[config.mk]
export PLATFORM = sky130hd
export DESIGN_NAME = fetch_unit_flat
export DESIGN_NICKNAME = d
export VERILOG_FILES = /design/src/rtl/fetch_unit_if.sv /design/src/rtl/fetch_unit.sv /design/src/flat_wrapper.sv
export SDC_FILE = /design/constraint.sdc
export NUM_CORES = 1
export LEC_CHECK = 0
export BUFFER_PORTS_ARGS = -buffer_cell sky130_fd_sc_hd__buf_2
export CAP_MARGIN = 20
export CORE_ASPECT_RATIO = 1.25
export CORE_MARGIN = 10
export CORE_UTILIZATION = 50
export DETAILED_ROUTE_END_ITERATION = 8
export HOLD_SLACK_MARGIN = 0.05
export PLACE_DENSITY = 0.82
export SYNTH_ARGS = -nofsm -noshare
export SYNTH_HDL_FRONTEND = slang
export SYNTH_SLANG_ARGS = --single-unit
[constraint.sdc]
create_clock -name clk -period 10.65 [get_ports clk]
set_clock_uncertainty 0.1 [all_clocks]
set_input_delay 1.5975 -clock clk [delete_from_list [all_inputs] [get_ports clk]]
set_output_delay 1.5975 -clock clk [all_outputs]
set_load 0.02 [all_outputs]
[src/rtl/fetch_unit_if.sv]
// Fetch-stage bus bundle: instruction-memory request/response, redirect input, decode handshake.
// master = fetch_unit side, slave = memory/decode/branch-resolution side.
interface fetch_unit_if;
    logic        imem_req;
    logic [31:0] imem_addr;
    logic [31:0] imem_rdata;
    logic        redirect_valid;
    logic [31:0] redirect_pc;
    logic        id_valid;
    logic        id_ready;
    logic [31:0] id_pc;
    logic [31:0] id_instr;
    logic        id_pred_taken;

    modport master (
        output imem_req, imem_addr, id_valid, id_pc, id_instr, id_pred_taken,
        input  imem_rdata, redirect_valid, redirect_pc, id_ready
    );

    modport slave (
        input  imem_req, imem_addr, id_valid, id_pc, id_instr, id_pred_taken,
        output imem_rdata, redirect_valid, redirect_pc, id_ready
    );
endinterface

[src/rtl/fetch_unit.sv]
// Instruction fetch stage: PC, one-deep in-flight tracking, 2-entry instruction queue to decode.
// Optional JAL prediction in fetch is enabled by defining FETCH_JAL_PREDICT_EN.
module fetch_unit #(
    parameter logic [31:0] RESET_PC = 32'h0000_0000
) (
    input  logic         clk,
    input  logic         rst,
    fetch_unit_if.master bus
);

    logic [31:0] pc_reg;
    logic        inflight_reg;
    logic        kill_reg;
    logic [31:0] inflight_pc_reg;
    logic [1:0]  count_reg;
    logic        rd_ptr_reg;
    logic        wr_ptr_reg;

    logic [31:0] slot_pc    [2];
    logic [31:0] slot_instr [2];
    logic        slot_pred  [2];

    logic        pop;
    logic        push;
    logic        req;
    logic [2:0]  occupancy;
    logic        jal_hit;
    logic [31:0] jal_target;
    logic        unused_redirect_lsbs;

    assign unused_redirect_lsbs = ^bus.redirect_pc[1:0];

    assign bus.id_valid = (count_reg != 2'd0);
    assign pop          = bus.id_valid & bus.id_ready;

    // Slots already committed (queued + returning) after this cycle's pop; a killed
    // response still counts, which keeps the queue from ever overflowing.
    assign occupancy = {1'b0, count_reg} + {2'b00, inflight_reg} - {2'b00, pop};
    assign req       = !rst && !bus.redirect_valid && (occupancy < 3'd2);
    assign push      = inflight_reg && !kill_reg && !bus.redirect_valid;

    assign bus.imem_req  = req;
    assign bus.imem_addr = rst ? 32'h0 : pc_reg;

`ifdef FETCH_JAL_PREDICT_EN
    logic [31:0] jal_imm;
    assign jal_imm    = {{11{bus.imem_rdata[31]}}, bus.imem_rdata[31], bus.imem_rdata[19:12],
                         bus.imem_rdata[20], bus.imem_rdata[30:21], 1'b0};
    assign jal_hit    = push && (bus.imem_rdata[6:0] == 7'b1101111);
    assign jal_target = inflight_pc_reg + jal_imm;
`else
    assign jal_hit    = 1'b0;
    assign jal_target = 32'h0;
`endif

    always_ff @(posedge clk or posedge rst) begin
        if (rst) begin
            pc_reg          <= RESET_PC;
            inflight_reg    <= 1'b0;
            kill_reg        <= 1'b0;
            inflight_pc_reg <= 32'h0;
            count_reg       <= 2'd0;
            rd_ptr_reg      <= 1'b0;
            wr_ptr_reg      <= 1'b0;
        end else begin
            inflight_reg    <= req;
            inflight_pc_reg <= pc_reg;
            // A predicted-taken JAL squashes the sequential fetch issued alongside it.
            kill_reg        <= req && jal_hit;
            if (bus.redirect_valid) begin
                pc_reg     <= {bus.redirect_pc[31:2], 2'b00};
                count_reg  <= 2'd0;
                rd_ptr_reg <= 1'b0;
                wr_ptr_reg <= 1'b0;
            end else begin
                if (jal_hit) begin
                    pc_reg <= jal_target;
                end else if (req) begin
                    pc_reg <= pc_reg + 32'd4;
                end
                count_reg <= count_reg + {1'b0, push} - {1'b0, pop};
                if (push) begin
                    wr_ptr_reg <= ~wr_ptr_reg;
                end
                if (pop) begin
                    rd_ptr_reg <= ~rd_ptr_reg;
                end
            end
        end
    end

    genvar gi;
    generate
        for (gi = 0; gi < 2; gi++) begin : g_entry
            logic [31:0] entry_pc_reg;
            logic [31:0] entry_instr_reg;
            logic        entry_wr;

            assign entry_wr = push && (wr_ptr_reg == 1'(gi));

            always_ff @(posedge clk) begin
                if (entry_wr) begin
                    entry_pc_reg    <= inflight_pc_reg;
                    entry_instr_reg <= bus.imem_rdata;
                end
            end

            assign slot_pc[gi]    = entry_pc_reg;
            assign slot_instr[gi] = entry_instr_reg;

`ifdef FETCH_JAL_PREDICT_EN
            logic entry_pred_reg;
            always_ff @(posedge clk) begin
                if (entry_wr) begin
                    entry_pred_reg <= jal_hit;
                end
            end
            assign slot_pred[gi] = entry_pred_reg;
`else
            assign slot_pred[gi] = 1'b0;
`endif
        end
    endgenerate

    // Payload is forced to zero whenever nothing valid is presented (reset, flush, empty).
    assign bus.id_pc    = bus.id_valid ? slot_pc[rd_ptr_reg]    : 32'h0;
    assign bus.id_instr = bus.id_valid ? slot_instr[rd_ptr_reg] : 32'h0;
`ifdef FETCH_JAL_PREDICT_EN
    assign bus.id_pred_taken = bus.id_valid && slot_pred[rd_ptr_reg];
`else
    logic unused_slot_pred;
    assign unused_slot_pred  = slot_pred[0] ^ slot_pred[1];
    assign bus.id_pred_taken = 1'b0;
`endif

endmodule

[src/flat_wrapper.sv]
// flat-port wrapper written by rule: the top's interface ports become plain ports
module fetch_unit_flat 
#(
    parameter logic [31:0] RESET_PC = 32'h0000_0000
)
  (clk, rst, bus_imem_req, bus_imem_addr, bus_id_valid, bus_id_pc, bus_id_instr, bus_id_pred_taken, bus_imem_rdata, bus_redirect_valid, bus_redirect_pc, bus_id_ready);
  fetch_unit_if bus_i ();
  input  logic clk;
  input  logic rst;
  output wire logic [$bits(bus_i.imem_req)-1:0] bus_imem_req;
  output wire logic [$bits(bus_i.imem_addr)-1:0] bus_imem_addr;
  output wire logic [$bits(bus_i.id_valid)-1:0] bus_id_valid;
  output wire logic [$bits(bus_i.id_pc)-1:0] bus_id_pc;
  output wire logic [$bits(bus_i.id_instr)-1:0] bus_id_instr;
  output wire logic [$bits(bus_i.id_pred_taken)-1:0] bus_id_pred_taken;
  input wire logic [$bits(bus_i.imem_rdata)-1:0] bus_imem_rdata;
  input wire logic [$bits(bus_i.redirect_valid)-1:0] bus_redirect_valid;
  input wire logic [$bits(bus_i.redirect_pc)-1:0] bus_redirect_pc;
  input wire logic [$bits(bus_i.id_ready)-1:0] bus_id_ready;
  assign bus_imem_req = bus_i.imem_req;
  assign bus_imem_addr = bus_i.imem_addr;
  assign bus_id_valid = bus_i.id_valid;
  assign bus_id_pc = bus_i.id_pc;
  assign bus_id_instr = bus_i.id_instr;
  assign bus_id_pred_taken = bus_i.id_pred_taken;
  assign bus_i.imem_rdata = bus_imem_rdata;
  assign bus_i.redirect_valid = bus_redirect_valid;
  assign bus_i.redirect_pc = bus_redirect_pc;
  assign bus_i.id_ready = bus_id_ready;
  fetch_unit #(.RESET_PC(RESET_PC)) u_core (.clk(clk), .rst(rst), .bus(bus_i));
endmodule
### After elaboration in Yosys (flattened, before gate mapping)

Index checks and enable logic that the tools add are counted.

| cells by class | value |
|---|---|
| reductions and logical operators | 11 |
| magnitude comparators | 2 |
| $add $sub $neg | 5 |
| bitwise gates (word level) | 4 |
| mux-type cells | 16 |

Operator list:

| operator | count |
|---|---|
| $mux W32 | 11 |
| $add A32 B3 Y32 const B | 1 |
| $reduce_bool A2 Y1 | 4 |
| $logic_and A1 B1 Y1 | 5 |
| $mux W1 | 4 |
| $add A2 B1 Y3 | 1 |
| $lt A3 B2 Y1 const B | 1 |
| $sub A3 B1 Y3 | 1 |
| $add A2 B1 Y2 | 1 |
| $ge A2 B2 Y1 const B | 1 |
| $logic_not A1 Y1 | 2 |
| $mux W2 | 1 |
| $not A1 Y1 | 2 |
| $not A1 Y2 | 1 |
| $sub A2 B1 Y2 | 1 |
| $and A1 B1 Y1 | 1 |

| word-level totals | value |
|---|---|
| output and inout port bits | 99 |
| word-level logic and storage cells | 48 |
| bits in registers | 197 |
| input bits | 68 |

### Depth between registers and ports, before layout

| logic depth | value |
|---|---|
| depth in word-level cells | 7 |
| depth in mapped cells | 11 |

### Least setup slack after synthesis

Ideal clock, no wire load.

| timing path | value |
|---|---|
| path type | input to register |
| start | input bus_redirect_valid |
| end | register u_core.g_entry[0].entry_instr_reg[0] (enable) |
| stages on the path | 3 |
| buffers on the path | 1 |
| arrival | 4706 ps |
| setup slack | 5355 ps |
| cells stage by stage | clkbuf_1 -> nor2b_1 -> nor2b_1 |

| between the ends | value |
|---|---|
| longest elaborated chain between the ends | 3 |

RTL lines:

| element | line | RTL |
|---|---|---|
| start, declared | flat_wrapper.sv:17 | `input wire logic [$bits(bus_i.redirect_valid)-1:0] bus_redirect_valid;` |
| $logic_not A1 Y1 | fetch_unit.sv:40 | `assign push = inflight_reg && !kill_reg && !bus.redirect_valid;` |
| $logic_and A1 B1 Y1 | fetch_unit.sv:40 |  |
| $logic_and A1 B1 Y1 | fetch_unit.sv:99 | `assign entry_wr = push && (wr_ptr_reg == 1'(gi));` |
| via u_core.g_entry[0].entry_wr | fetch_unit.sv:97 | `logic entry_wr;` |
| end signal, assigned | fetch_unit.sv:104 | `entry_instr_reg <= bus.imem_rdata;` |
| end, declared | fetch_unit.sv:96 | `logic [31:0] entry_instr_reg;` |

The timed path passes the listed nets, and every way through them passes these cells.
A chain may end at the register's enable or synchronous reset.

### Worst setup path after layout

| timing path | value |
|---|---|
| start | input bus_id_ready |
| end | output bus_imem_req |

| between the ends | value |
|---|---|
| longest elaborated chain between the ends | 4 |

RTL lines:

| element | line | RTL |
|---|---|---|
| start, declared | flat_wrapper.sv:19 | `input wire logic [$bits(bus_i.id_ready)-1:0] bus_id_ready;` |
| $and A1 B1 Y1 | fetch_unit.sv:34 | `assign pop = bus.id_valid & bus.id_ready;` |
| $sub A3 B1 Y3 | fetch_unit.sv:38 | `assign occupancy = {1'b0, count_reg} + {2'b00, inflight_reg} - {2'b00, pop};` |
| $lt A3 B2 Y1 | fetch_unit.sv:39 | `assign req = !rst && !bus.redirect_valid && (occupancy < 3'd2);` |
| $logic_and A1 B1 Y1 | fetch_unit.sv:39 |  |
| end, declared | flat_wrapper.sv:10 | `output wire logic [$bits(bus_i.imem_req)-1:0] bus_imem_req;` |

Every way passes these cells.

==> summary.md <==
| Metric | Value |
|---|---|
| Status | finished, final reports clean |
| Via count | 5071 |
| Die area | 21030 µm² |
| # IOs | 167 |
| CP Max Fanout | 25 |
| Synth cell types | 42 |
| Worst Slack Setup Final | 4.911 ns |
| Starting DRT DRC Count | 282 |
| Clk_lat worst skew | 0.41 ns |
| Sequential-to-total area share from yosys stat | 68.59% |
| Clock Sinks | 189 |
| CP Class | in2out |
| First-pass GRT wire length | 27.26 mm |
| Filler-free cell count of the finished design | 957 |
| Max Slew Vio Count | 0 |
| Max-cap violations | 0 |
| Startpoint type of the worst setup path | input pin |
| Hold buffers post-CTS | 0 |
| Max Root-Sink Buffers | 2 |
| Die height | 159.6 µm |
| CTS tree | done |
| Placement Setup Slack | 4.952 ns |
| Cell taking the most area after synthesis | edfxtp_1 |
| CTS Root Cell | clkbuf_16 |
| Synthesized instance count | 580 |
| Ys flop type | edfxtp_1 |
| Setup TNS | 0 ns |
| Final hold slack | 0.3339 ns |
| Final instance area | 9315 µm² |
| Final worst path period share | 53.89% |
| Area growth syn-to-layout | 19.43% |
| Num rows | 51 |
| Final total power | 2.247 mW |
| Flops & latches, synth | 189 |
| Hpwl dp | 11.64 mm |
| Unrepaired setup endpoints after global routing | false |
| Routability Congestion | 0.9166 |
| Residual DRC | 0 |
| Count of warnings emitted by yosys | 0 |
| DRT antenna net count | 0 |
| Remaining Overflow, GRT | 0 |
| Max reg flops | 64 |
| Leakage power | 3.647 nW |
| Critical path endpoint category | output pin |
| Nets | 804 |
| CTS buffer count | 17 |
| DP Area | 8776 µm² |
| Crit path cell chain | buf_2 -> and2_1 -> nor2b_1 -> fa_1 -> nor2b_1 -> nand2_1 -> nor2_1 -> buf_2 |
| H-tree levels | 4 |
| Routed WL | 16.78 mm |
| Worst-path clk slew | 0.07 ns |
| Final setup viols | 0 |
| Fmax | 0.1743 GHz |
| Leading post-synthesis cells by cell area | edfxtp_1, dfrtp_1, mux2i_1 |
| Placed Cells | 925 |
| Port bufs | 159 |
| Crit path time final | 5.739 ns |
| Layout cells sized above 1 | 27.25% |
| Antenna diodes | 0 |
| CTS-repair resized insts | 0 |
| Largest net degree at the start of global routing | 64 |
| Post-synth EDFFs | 124 |
| Starting density of the core | 50.51% |
| Total setup buffers inserted after CTS | 0 |
| Critical Path Max Stage Delay | 0.57 ns |
| Avg Synthesized Cell Area | 13.45 µm² |
| Top-area cell type share of the netlist area | 47.74% |
| Vias in the first global route | 5282 |
| Post-layout util | 60.32% |
| Antenna violations before repair | 0 |
| Syn Std Cell Area | 7800 µm² |
| Number of fill cells | 1230 |
| Power Dens Cells | 241.2 nW/µm² |
| Total Routing Usage GR | 15.94% |
| Required time worst endpoint | 8.95 ns |
| TritonRoute pass-1 iters | 5 |
| Vias per cell | 5.299 |
| Slowest-stage cell, CP | nand2_1 |
| Die Width | 131.7 µm |
| WP data arrival | 4.04 ns |
| Worst-Margin Slew | 1.078 ns |
| CORE AREA | 15440 µm² |
| Slew HR | 28.11% |
| Wire per inst | 17.53 µm |
| Hold/Removal Path Class | reg2reg |
| Maximum vdd ir drop | 0.1247 mV |
| Fin. Hold Viols | 0 |
| FFs w/ async S/R, synth | 34.39% |
[power by group]
part           switching, mW  internal, mW
combinational          0.449         0.237
sequential            0.0983         0.887
clock                  0.256         0.319
[worst paths after layout]
path	start	end	slack, ns	cells after the start
worst min register to register	u_core.pc_reg[30]	u_core.inflight_pc_reg[30]	0.33	0
max in group asynchronous	rst	u_core.rd_ptr_reg	8.12	3
min in group asynchronous	rst	u_core.pc_reg[27]	1.37	2
worst max-delay path	bus_id_ready	bus_imem_req	4.91	8
worst max register to register	u_core.count_reg[1]	u_core.pc_reg[29]	6.43	10
worst min-delay path	u_core.pc_reg[30]	u_core.inflight_pc_reg[30]	0.33	0
[worst max-delay path, delay by kind of cell]
| family | cells | cell delay (ns) |
|---|---|---|
| fa+ha+maj | 1 | 0.54 |
| buf+inv | 2 | 0.33 |
| simple gates | 5 | 1.56 |
[Yosys cell counts (all sizes together) (2+ instances only)]
master / instances
xnor2: 7
nand2: 20
buf: 15
a311o: 3
dfrtp: 65
clkbuf: 21
or3: 5
nand2b: 3
nand4: 8
and4: 4
nand3: 18
o211ai: 2
or4: 19
and2: 4
nor3: 2
mux2i: 63
inv: 10
edfxtp: 124
ha: 3
nor2b: 32
o21ai: 9
nor4: 6
a31oi: 13
xor2: 7
o31ai: 11
o41ai: 3
o31a: 4
nor2: 89
or2: 3
[area by class of cell]
| type | count | area [µm²] | share of cell area [%] |
|---|---|---|---|
| flip-flops and latches | 189 | 5354 | 57.47 |
| multi-input cells | 349 | 2278 | 24.46 |
| repair buffers | 165 | 840.8 | 9.026 |
| clock buffers | 23 | 478.0 | 5.131 |
| well taps | 212 | 265.3 | 2.848 |
| clock inverters | 9 | 61.31 | 0.6582 |
| inverters | 10 | 37.54 | 0.4030 |
[logic make-up after synthesis]
family / Yosys count / share of synthesized area, %
other cells: 1 / 0.04808
mux: 63 / 8.085
buf+inv: 46 / 2.599
fa+ha+maj: 4 / 0.7380
simple gates: 215 / 14.02
compound gates: 48 / 4.347
flops: 189 / 68.59
xor+xnor: 14 / 1.572
[layer usage]
metal	share of wire, %	up-vias	track usage [%]	wire [µm]
met1	41	2436	18.62	6895
met2	51	197	27.53	8572
met5	0	-	0	0
li1	-	2410	-	-
met4	2.6	0	7.092	442
met3	5.2	28	3.515	866
[cells in the final DEF, fill, tap and decap left out, types with 2 or more instances in the layout]
cell type  Yosys  layout
buf_2          3     159
edfxtp_1     124     124
nor2_1        89      88
dfrtp_1       65      64
mux2i_1       63      63
nor2b_1       32      31
nand2_1       20      20
or4_1         18      18
nand3_1       17      17
clkbuf_16      0      17
a31oi_1       13      13
o31ai_1       11      11
inv_1         10       9
o21ai_0        9       9
nand4_1        8       8
xnor2_1        7       7
xor2_1         7       7
nor4_1         6       6
buf_4          5       6
or3_1          5       5
conb_1         1       5
and4_1         4       4
o31a_1         4       4
clkinv_2       0       4
nand2b_1       3       3
o41ai_1        3       3
and2_1         4       3
a311o_1        3       3
ha_1           3       3
clkbuf_8       0       3
clkbuf_1      21       3
inv_6          0       3
or2_2          2       2
o211ai_1       2       2
nor3_1         2       2
No activity file was read; power rests on OpenSTA's default activity.
